**src/rtl/play_stream_engine.sv**
```systemverilog
// SDRAM-to-audio playback engine: reads a length header and N samples into a prefetch FIFO,
// then streams them to a valid/ready sink with sample repeat (slow), address skip (fast) and looping.
module play_stream_engine #(
  parameter int ADDR_W     = 23,
  parameter int DATA_W     = 32,
  parameter int FIFO_DEPTH = 4,
  parameter int SPD_W      = 3
) (
  input  logic              i_clk,
  input  logic              i_rst,
  input  logic              play_start,
  input  logic [ADDR_W-1:0] play_base,
  input  logic              play_fast,
  input  logic [SPD_W-1:0]  play_factor,
  input  logic              play_loop,
  input  logic              play_pause,
  input  logic              play_stop,
  output logic              play_done,
  output logic              play_busy,
  output logic              play_read,
  output logic [ADDR_W-1:0] play_addr,
  input  logic [DATA_W-1:0] play_readdata,
  input  logic              play_sdram_finished,
  output logic              play_audio_valid,
  output logic [DATA_W-1:0] play_audio_data,
  input  logic              play_audio_ready
);

  localparam int PTR_W = (FIFO_DEPTH > 1) ? $clog2(FIFO_DEPTH) : 1;
  localparam int CNT_W = $clog2(FIFO_DEPTH + 1);
  localparam logic [CNT_W-1:0] FULL_CNT = CNT_W'(FIFO_DEPTH);

  typedef enum logic [1:0] {S_IDLE, S_HDR, S_FETCH, S_DRAIN} state_t;

  state_t             r_state;
  logic [ADDR_W-1:0]  r_base;
  logic               r_fast;
  logic [SPD_W-1:0]   r_factor;
  logic               r_loop;
  logic [ADDR_W:0]    r_addr;
  logic [ADDR_W:0]    r_end;
  logic               r_read;
  logic               r_done;

  logic [DATA_W-1:0]  r_mem [FIFO_DEPTH];
  logic [PTR_W-1:0]   r_wr_ptr;
  logic [PTR_W-1:0]   r_rd_ptr;
  logic [CNT_W-1:0]   r_count;

  logic               r_hold_full;
  logic [SPD_W-1:0]   r_rep_left;
  logic               r_valid;
  logic [DATA_W-1:0]  r_data;

  logic               w_fin;
  logic               w_push;
  logic               w_accept;
  logic               w_last;
  logic               w_pop;
  logic [ADDR_W:0]    w_step;
  logic [ADDR_W:0]    w_next_addr;
  logic [ADDR_W:0]    w_first_addr;
  logic [ADDR_W:0]    w_hdr_len;
  logic [SPD_W-1:0]   w_start_factor;

  // Completion pulses are only meaningful while a request is outstanding.
  assign w_fin          = play_sdram_finished & r_read;
  assign w_push         = (r_state == S_FETCH) && w_fin && !play_stop;
  assign w_accept       = r_valid && play_audio_ready;
  assign w_last         = w_accept && (r_rep_left == SPD_W'(1));
  assign w_pop          = (!r_hold_full || w_last) && (r_count != '0) && !play_stop;
  assign w_step         = r_fast ? {{(ADDR_W+1-SPD_W){1'b0}}, r_factor} : (ADDR_W+1)'(1);
  assign w_next_addr    = r_addr + w_step;
  assign w_first_addr   = {1'b0, r_base} + (ADDR_W+1)'(1);
  assign w_hdr_len      = {1'b0, play_readdata[ADDR_W-1:0]};
  assign w_start_factor = (play_factor == '0) ? SPD_W'(1) : play_factor;

  assign play_done        = r_done;
  assign play_busy        = (r_state != S_IDLE);
  assign play_read        = r_read;
  assign play_addr        = r_addr[ADDR_W-1:0];
  assign play_audio_valid = r_valid;
  assign play_audio_data  = r_data;

  always_ff @(posedge i_clk) begin
    if (i_rst) begin
      r_state  <= S_IDLE;
      r_base   <= '0;
      r_fast   <= 1'b0;
      r_factor <= SPD_W'(1);
      r_loop   <= 1'b0;
      r_addr   <= '0;
      r_end    <= '0;
      r_read   <= 1'b0;
      r_done   <= 1'b0;
    end else begin
      r_done <= 1'b0;
      if (play_stop) begin
        r_state <= S_IDLE;
        r_read  <= 1'b0;
        r_done  <= 1'b1;
      end else begin
        case (r_state)
          S_IDLE: begin
            if (play_start) begin
              r_base   <= play_base;
              r_fast   <= play_fast;
              r_factor <= w_start_factor;
              r_loop   <= play_loop;
              r_addr   <= {1'b0, play_base};
              r_read   <= 1'b1;
              r_state  <= S_HDR;
            end
          end
          S_HDR: begin
            if (w_fin) begin
              r_read <= 1'b0;
              if (w_hdr_len == '0) begin
                r_done  <= 1'b1;
                r_state <= S_IDLE;
              end else begin
                r_end   <= {1'b0, r_base} + w_hdr_len;
                r_addr  <= w_first_addr;
                r_state <= S_FETCH;
              end
            end
          end
          S_FETCH: begin
            if (w_fin) begin
              r_read <= 1'b0;
              if (w_next_addr > r_end) begin
                if (r_loop) r_addr <= w_first_addr;
                else        r_state <= S_DRAIN;
              end else begin
                r_addr <= w_next_addr;
              end
            end else if (!r_read && (r_count < FULL_CNT)) begin
              r_read <= 1'b1;
            end
          end
          S_DRAIN: begin
            if ((r_count == '0) && !r_hold_full) begin
              r_done  <= 1'b1;
              r_state <= S_IDLE;
            end
          end
          default: r_state <= S_IDLE;
        endcase
      end
    end
  end

  always_ff @(posedge i_clk) begin
    if (w_push) r_mem[r_wr_ptr] <= play_readdata;
  end

  always_ff @(posedge i_clk) begin
    if (i_rst || play_stop) begin
      r_wr_ptr <= '0;
      r_rd_ptr <= '0;
      r_count  <= '0;
    end else begin
      if (w_push) r_wr_ptr <= r_wr_ptr + PTR_W'(1);
      if (w_pop)  r_rd_ptr <= r_rd_ptr + PTR_W'(1);
      case ({w_push, w_pop})
        2'b10:   r_count <= r_count + CNT_W'(1);
        2'b01:   r_count <= r_count - CNT_W'(1);
        default: r_count <= r_count;
      endcase
    end
  end

  // Holding register doubles as the sink interface; it repeats a sample r_rep_left times.
  always_ff @(posedge i_clk) begin
    if (i_rst) begin
      r_hold_full <= 1'b0;
      r_rep_left  <= '0;
      r_valid     <= 1'b0;
      r_data      <= '0;
    end else if (play_stop) begin
      r_hold_full <= 1'b0;
      r_valid     <= 1'b0;
    end else if (w_pop) begin
      r_data      <= r_mem[r_rd_ptr];
      r_hold_full <= 1'b1;
      r_rep_left  <= r_fast ? SPD_W'(1) : r_factor;
      r_valid     <= !play_pause;
    end else if (w_last) begin
      r_hold_full <= 1'b0;
      r_valid     <= 1'b0;
    end else if (w_accept) begin
      r_rep_left <= r_rep_left - SPD_W'(1);
      r_valid    <= !play_pause;
    end else if (r_hold_full && !r_valid && !play_pause) begin
      r_valid <= 1'b1;
    end
  end

endmodule

```
**config.mk**
```make
export PLATFORM = sky130hd
export DESIGN_NAME = play_stream_engine
export DESIGN_NICKNAME = d
export VERILOG_FILES = /design/src/rtl/play_stream_engine.sv
export SDC_FILE = /design/constraint.sdc
export NUM_CORES = 1
export LEC_CHECK = 0
export CAP_MARGIN = 15
export CORE_MARGIN = 1.5
export CORE_UTILIZATION = 45
export DETAILED_ROUTE_END_ITERATION = 8
export GPL_ROUTABILITY_DRIVEN = 0
export PLACE_DENSITY = 0.63
export SETUP_SLACK_MARGIN = 0.15
export SYNTH_ARGS = -nofsm -noshare
export SYNTH_HDL_FRONTEND = slang
export SYNTH_SLANG_ARGS = --single-unit
```
**constraint.sdc**
```tcl
create_clock -name i_clk -period 4.6 [get_ports i_clk]
set_input_delay 0.69 -clock i_clk [delete_from_list [all_inputs] [get_ports i_clk]]
set_output_delay 0.69 -clock i_clk [all_outputs]
set_load 0.05 [all_outputs]
```
==> results of run 1 <==
worst reg2reg max path: stages, from the launching register on:
cell and delay, ns:
sky130_fd_sc_hd__dfxtp_2 0.33, sky130_fd_sc_hd__nand2b_4 0.14, sky130_fd_sc_hd__ha_4 0.13, sky130_fd_sc_hd__inv_2 0.04, sky130_fd_sc_hd__fa_2 0.38, sky130_fd_sc_hd__nand2b_4 0.14, sky130_fd_sc_hd__a2111o_1 0.44, sky130_fd_sc_hd__or3_4 0.43
sky130_fd_sc_hd__nor2_2 0.13, sky130_fd_sc_hd__xor2_1 0.20, sky130_fd_sc_hd__ha_1 0.28, sky130_fd_sc_hd__a21o_1 0.20, sky130_fd_sc_hd__a21oi_2 0.11, sky130_fd_sc_hd__o211a_1 0.20, sky130_fd_sc_hd__nand3_2 0.14, sky130_fd_sc_hd__o2111ai_4 0.24
sky130_fd_sc_hd__and2b_2 0.22, sky130_fd_sc_hd__nor2_4 0.08, sky130_fd_sc_hd__clkbuf_16 0.20, sky130_fd_sc_hd__a221o_1 0.33
what timing repair did:
action | CTS | global route
setup endpoints to repair | 23 | 26
setup buffers | 2 | 7
hold endpoints to repair | 0 | 0
cloned | 0 | 3
pin swaps | 3 | 33
resized for setup | 6 | 20
synthesized netlist by cell type (23+ instances only):
cell type,count
sky130_fd_sc_hd__clkbuf_1,38
sky130_fd_sc_hd__xor2_1,23
sky130_fd_sc_hd__nand2_1,179
sky130_fd_sc_hd__mux4_2,32
sky130_fd_sc_hd__inv_1,62
sky130_fd_sc_hd__xnor2_1,35
sky130_fd_sc_hd__a21oi_1,104
sky130_fd_sc_hd__dfxtp_1,124
sky130_fd_sc_hd__ha_1,62
sky130_fd_sc_hd__edfxtp_1,128
sky130_fd_sc_hd__nor2_1,73
sky130_fd_sc_hd__buf_4,23
sky130_fd_sc_hd__nand3_1,25
cells by family (layout without fill, tap and decap cells):
group / after synthesis / count (layout) / synth area share (%)
XOR/XNOR: 58 / 58 / 4.08
AO/OA/AOI/OAI: 240 / 241 / 12.9
AND/OR/NAND/NOR: 379 / 379 / 14.3
adder cells (fa/ha/maj): 65 / 65 / 6.72
buffers and inverters: 138 / 270 / 5.07
flip-flops: 252 / 252 / 50.8
multiplexers: 36 / 36 / 6.12
final cells by class:
class | instances | area [µm²] | area share, %
inverter | 62 | 233 | 1.54
tap | 341 | 427 | 2.83
timing repair buffer | 158 | 1570 | 10.4
multi-input combinational | 779 | 5610 | 37.2
clock buffer | 38 | 747 | 4.96
clock inverter | 12 | 150 | 0.996
sequential | 252 | 6330 | 42.0
flip-flops by register name, indices dropped and copies added (netlist names), named ones only:
register and cells:
r_loop 1, play_read 1, r_end 24, r_count 3, play_audio_valid 1, r_mem 128
r_factor 3, r_rd_ptr 2, r_fast 1, r_hold_full 1, r_wr_ptr 2, r_rep_left 3
r_state 1, r_base 23, play_done 1, play_audio_data 32, r_addr 24
metrics by stage:
| stage | std cells | cell area [µm²] |
|---|---|---|
| 2_1_floorplan | 1168 | 12400 |
| 6_report | 1642 | 15100 |
| 3_5_place_dp | 1580 | 13900 |
| 5_1_grt | 1642 | 15100 |
| 4_1_cts | 1632 | 14900 |
| 3_3_place_gp | 1580 | 13900 |
worst paths after layout:
path                                  start         end  slack, ns  cells after the start
worst max-delay path            r_factor[0]  r_addr[20]       0.11                     19
worst min-delay path               r_end[7]    r_end[7]       0.45                      2
worst max register to register  r_factor[0]  r_addr[20]       0.11                     19
worst min register to register     r_end[7]    r_end[7]       0.45                      2
power breakdown:
part	switching [mW]	internal (mW)
clock	0.882	1.30
sequential	0.0450	2.38
combinational	0.314	0.232
metal layers:
layer	part of all wire (%)	vias up	wire, µm
met5	0	-	0
li1	-	4454	-
met4	1.9	0	584
met2	50	231	15500
met3	4.6	46	1440
met1	44	4537	13800
==> results.sh, run 1 <==
export IMPL_status="complete, no violations"
export IMPL_worstPathBufferInverterCount=2
export IMPL_final_net_count=1412
export IMPL_rsz0062_at_grt="yes"
export IMPL_filler_cell_count=2390
export IMPL_drc=0
export IMPL_crit_chain="nand2b_4 > ha_4 > inv_2 > fa_2 > nand2b_4 > a2111o_1 > or3_4 > nor2_2 > xor2_1 > ha_1 > a21o_1 > a21oi_2 > o211a_1 > nand3_2 > o2111ai_4 > and2b_2 > nor2_4 > clkbuf_16 > a221o_1"
export IMPL_vias=9268
export IMPL_synthTopCellsByArea="sky130_fd_sc_hd__edfxtp_1, sky130_fd_sc_hd__dfxtp_1, sky130_fd_sc_hd__ha_1"
export IMPL_powerDensity_nw_per_um2=342
export IMPL_hp_class="reg -> reg"
export IMPL_register_bit_total_from_synthesis=252
export IMPL_cp_start_kind="flop"
export IMPL_layout_commonest_cell="sky130_fd_sc_hd__nand2_1"
export IMPL_clk_pin_slew_worst_paths_ns=0.06
export IMPL_cts_root_buffer="sky130_fd_sc_hd__clkbuf_16"
export IMPL_dieArea_um2=28700
export IMPL_maxcap_violations=0
export IMPL_syn_num_nets=1300
export IMPL_grt_overflow_total=0
export IMPL_detail_route_antenna_nets=0
export IMPL_cts_tree="done"
export IMPL_critical_path_arrival_ns=4.93
export IMPL_dp_worst_setup_slack_ns=0.0360
export IMPL_dp_hpwl_um=21500
export IMPL_slew_limit_fails=0
export IMPL_timing_worst_setup_path_type="reg -> reg"
export IMPL_cp_common_cell="sky130_fd_sc_hd__nand2b_4"
export IMPL_seq_area_frac_synth_pct=50.8
export IMPL_met3_usage_pct=2.31
export IMPL_netlist_top_cell_by_area="sky130_fd_sc_hd__edfxtp_1"
export IMPL_critical_path_slowest_cell="sky130_fd_sc_hd__a2111o_1"
export IMPL_share_of_the_synthesized_area_in_the_top_cell_type_pct=30.9
export IMPL_final_min_clock_period_ns=4.49
export IMPL_final_layout_size_suffix_gt1_share_pct=11.5
export IMPL_irDropWorstVdd_v=0.000240
export IMPL_synth_cell_type_count=76
export IMPL_floorplan_initialDensity_pct=46.0
export IMPL_critical_path_max_fanout=8
export IMPL_setup_ws_ns=0.106
export IMPL_grtUsageTotal_pct=21.6
export IMPL_critical_path_required_ns=5.04
export IMPL_detail_route_iter0_violations=617
export IMPL_totalWireLength_um=31300
export IMPL_port_buffers=125
export IMPL_final_core_utilization_pct=55.8
export IMPL_yosys_warnings=0
export IMPL_grtUsageMet1_pct=29.0
export IMPL_m2_gr_usage_pct=37.6
export IMPL_avgViaCountPerCell=5.64
export IMPL_cts_num_sinks=252
export IMPL_io_pins=126
export IMPL_antenna_cells=0
export IMPL_fmax_ghz=0.223
export IMPL_asyncSetResetFlopFracSynth_pct=0
export IMPL_fin_skew_ns=0.0164
export IMPL_report_final_setup_viol=0
export IMPL_final_cell_mix="sky130_fd_sc_hd__nand2_1, sky130_fd_sc_hd__edfxtp_1, sky130_fd_sc_hd__clkdlybuf4s50_1"
export IMPL_htree_levels=1
export IMPL_synth_cell_area_um2=12400
export IMPL_areaGrowthSynthToFinish_pct=21.2
export IMPL_die_height_um=169
export IMPL_synth_ff_type="sky130_fd_sc_hd__edfxtp_1"
export IMPL_first_global_vias=8944
export IMPL_relSlewSlack_pct=23.8
export IMPL_die_width_um=169
export IMPL_grt_pass1_wl_um=48400
export IMPL_worst_setup_path_end_kind="flop"
export IMPL_kind_of_cell_with_the_highest_combined_delay_on_the_critical_path="compound AO/OA/AOI/OAI gates"
export IMPL_max_stage_delay_ns=0.44
export IMPL_hold_buffer_count_at_cts=0
export IMPL_synth_edff_count=128
export IMPL_globalRoute_busiestLayer="met2"
export IMPL_fp_row_count=60
export IMPL_cts_buffers_inserted=27
export IMPL_final_hold_viol_count=0
export IMPL_largest_net_degree_at_the_start_of_global_routing=45
export IMPL_drtPass1Iterations=5
export IMPL_tightest_slew_ns=1.14
export IMPL_leakagePower_nw=5.26
export IMPL_hold_slack_ns=0.451
export IMPL_insertion_delay_ns=0.55
export IMPL_core_ar_um2=27000
export IMPL_fin_setup_tns_ns=0
export IMPL_final_min_period_over_clock_period_pct=97.7
export IMPL_routedWlPerCell_um=19.0
export IMPL_syn_mean_instance_area_um2=10.7
export IMPL_totalPowerFinal_mw=5.16
export IMPL_antenna_found_initial=0
export IMPL_max_clock_path_buffers=3
export IMPL_synth_cells=1168
Note: power is estimated with default switching activity, not from simulation.
==> inputs of run 2 (changes only) <==
--- a/config.mk
+++ b/config.mk
@@ -12,6 +12,7 @@
 export GPL_ROUTABILITY_DRIVEN = 0
 export PLACE_DENSITY = 0.63
 export SETUP_SLACK_MARGIN = 0.15
+export SKIP_LAST_GASP = 1
 export SYNTH_ARGS = -nofsm -noshare
 export SYNTH_HDL_FRONTEND = slang
 export SYNTH_SLANG_ARGS = --single-unit
==> run 2 against run 1 <==
Clock power is essentially flat. Non-clock buffer count unchanged. Clock skew barely moved. Core utilization about the same. Wire length barely moved. Worst hold slack unchanged. Flip-flop and latch count stayed put.
==> results.sh, run 2 (same netlist as run 1, synthesis figures left out) <==
export IMPL_htree_levels=1
export IMPL_report_final_setup_viol=0
export IMPL_finish_instance_area_um2=15100
export IMPL_fp_row_count=60
export IMPL_slew_limit_fails=0
export IMPL_final_min_period_over_clock_period_pct=97.7
export IMPL_final_hold_viol_count=0
export IMPL_largest_register_ffs=128
export IMPL_worst_setup_path_end_kind="flop"
export IMPL_hold_slack_ns=0.451
export IMPL_final_cell_mix="sky130_fd_sc_hd__nand2_1, sky130_fd_sc_hd__edfxtp_1, sky130_fd_sc_hd__clkdlybuf4s50_1"
export IMPL_largest_net_degree_at_the_start_of_global_routing=45
export IMPL_rsz0062_at_grt="yes"
export IMPL_insertion_delay_ns=0.55
export IMPL_filler_cell_count=2391
export IMPL_port_buffers=125
export IMPL_drtPass1Iterations=5
export IMPL_regMostFlops="r_mem"
export IMPL_clk_pin_slew_worst_paths_ns=0.06
export IMPL_final_layout_size_suffix_gt1_share_pct=11.4
export IMPL_critical_path_arrival_ns=4.93
export IMPL_fmax_ghz=0.223
export IMPL_detail_route_iter0_violations=611
export IMPL_final_min_clock_period_ns=4.49
export IMPL_tightest_slew_ns=1.14
export IMPL_vias=9266
export IMPL_final_net_count=1412
export IMPL_crit_chain="nand2b_4 > ha_4 > inv_2 > fa_2 > nand2b_4 > a2111o_1 > or3_4 > nor2_2 > xor2_1 > ha_1 > a21o_1 > a21oi_2 > o211a_1 > nand3_2 > o2111ai_4 > and2b_2 > nor2_4 > clkbuf_16 > a221o_1"
export IMPL_grt_pass1_wl_um=48400
export IMPL_cts_root_buffer="sky130_fd_sc_hd__clkbuf_16"
export IMPL_antenna_cells=0
export IMPL_grtUsageTotal_pct=21.6
export IMPL_hp_class="reg -> reg"
export IMPL_place_area_um2=13900
export IMPL_fin_skew_ns=0.0166
export IMPL_irDropWorstVdd_v=0.000240
export IMPL_avgViaCountPerCell=5.64
export IMPL_max_stage_delay_ns=0.44
export IMPL_critical_path_max_fanout=8
export IMPL_status="complete, no violations"
export IMPL_relSlewSlack_pct=23.9
export IMPL_die_width_um=169
export IMPL_critical_path_required_ns=5.04
export IMPL_drc=0
export IMPL_max_clock_path_buffers=3
export IMPL_dp_hpwl_um=21500
export IMPL_cts_buffers_inserted=27
export IMPL_antenna_found_initial=0
export IMPL_cts_tree="done"
export IMPL_maxcap_violations=0
export IMPL_leakagePower_nw=5.26
export IMPL_die_height_um=169
export IMPL_core_ar_um2=27000
export IMPL_detail_route_antenna_nets=0
export IMPL_totalWireLength_um=31300
export IMPL_cp_common_cell="sky130_fd_sc_hd__nand2b_4"
export IMPL_fin_cells=1642
export IMPL_totalPowerFinal_mw=5.16
export IMPL_hold_buffer_count_at_cts=0
export IMPL_layout_commonest_cell="sky130_fd_sc_hd__nand2_1"
export IMPL_routedWlPerCell_um=19.0
export IMPL_dieArea_um2=28700
export IMPL_cp_start_kind="flop"
export IMPL_timing_worst_setup_path_type="reg -> reg"
export IMPL_areaGrowthSynthToFinish_pct=21.1
export IMPL_floorplan_initialDensity_pct=46.0
export IMPL_first_global_vias=8944
export IMPL_grt_overflow_total=0
export IMPL_critical_path_slowest_cell="sky130_fd_sc_hd__a2111o_1"
export IMPL_powerDensity_nw_per_um2=343
export IMPL_placedCellCount=1580
export IMPL_cts_num_sinks=252
export IMPL_io_pins=126
==> run 2: cell count changes in the layout (fill, tap and decap cells not counted) <==
cell and delta:
sky130_fd_sc_hd__a22oi_1 +1, sky130_fd_sc_hd__a22oi_2 -1
==> run 2: per-layer routing <==
layer | global-route usage [%] | wire [µm]
met1 | 29.0 | 13800
met2 | 37.6 | 15500
met3 | 2.31 | 1440
met4 | 5.23 | 584
met5 | 0 | 0
==> run 2: stage by stage <==
step	setup TNS, ns	util (%)	setup slack (ns)
final	0	55.8	0.106
after floorplan	0	-	0.437
after global routing	-0.265	55.8	-0.0325
after CTS	0	55.1	0.155
after detailed placement	0	51.5	0.0360
after global placement	0	51.5	0.162
==> run 2: final cells by class <==
class	instances	area [µm²]	share of cell area (%)
Clock inverter	12	150	0.996
Tap cell	341	427	2.83
Clock buffer	38	747	4.96
Sequential cell	252	6330	42.0
Timing Repair Buffer	158	1570	10.4
Inverter	62	233	1.54
Multi-Input combinational cell	779	5610	37.2
==> run 2: path summary, 6_finish.rpt <==
path	cells past startpoint	end	from	slack, ns
max reg2reg	19	r_addr[20]	r_factor[0]	0.11
max	19	r_addr[20]	r_factor[0]	0.11
min	2	r_end[7]	r_end[7]	0.45
min reg2reg	2	r_end[7]	r_end[7]	0.45
==> run 2: critical path, delay by kind of cell, from the launching register on <==
kind            cells  cell delay [ns]
compound gates      6             1.52
xor+xnor            1             0.20
fa+ha+maj           3             0.79
buf+inv             2             0.24
flops               1             0.33
simple gates        7             1.28
==> run 2: report_power, final <==
part | switching, mW | total, mW | internal, mW
registers | 0.0450 | 2.43 | 2.38
clock network | 0.883 | 2.19 | 1.30
logic | 0.314 | 0.546 | 0.232
==> run 2: repair_timing <==
item	4_1_cts	5_1_grt
pin swaps	3	32
buffers inserted	2	7
endpoints found under the setup margin	23	26
cloned	0	3
resized for setup	6	19
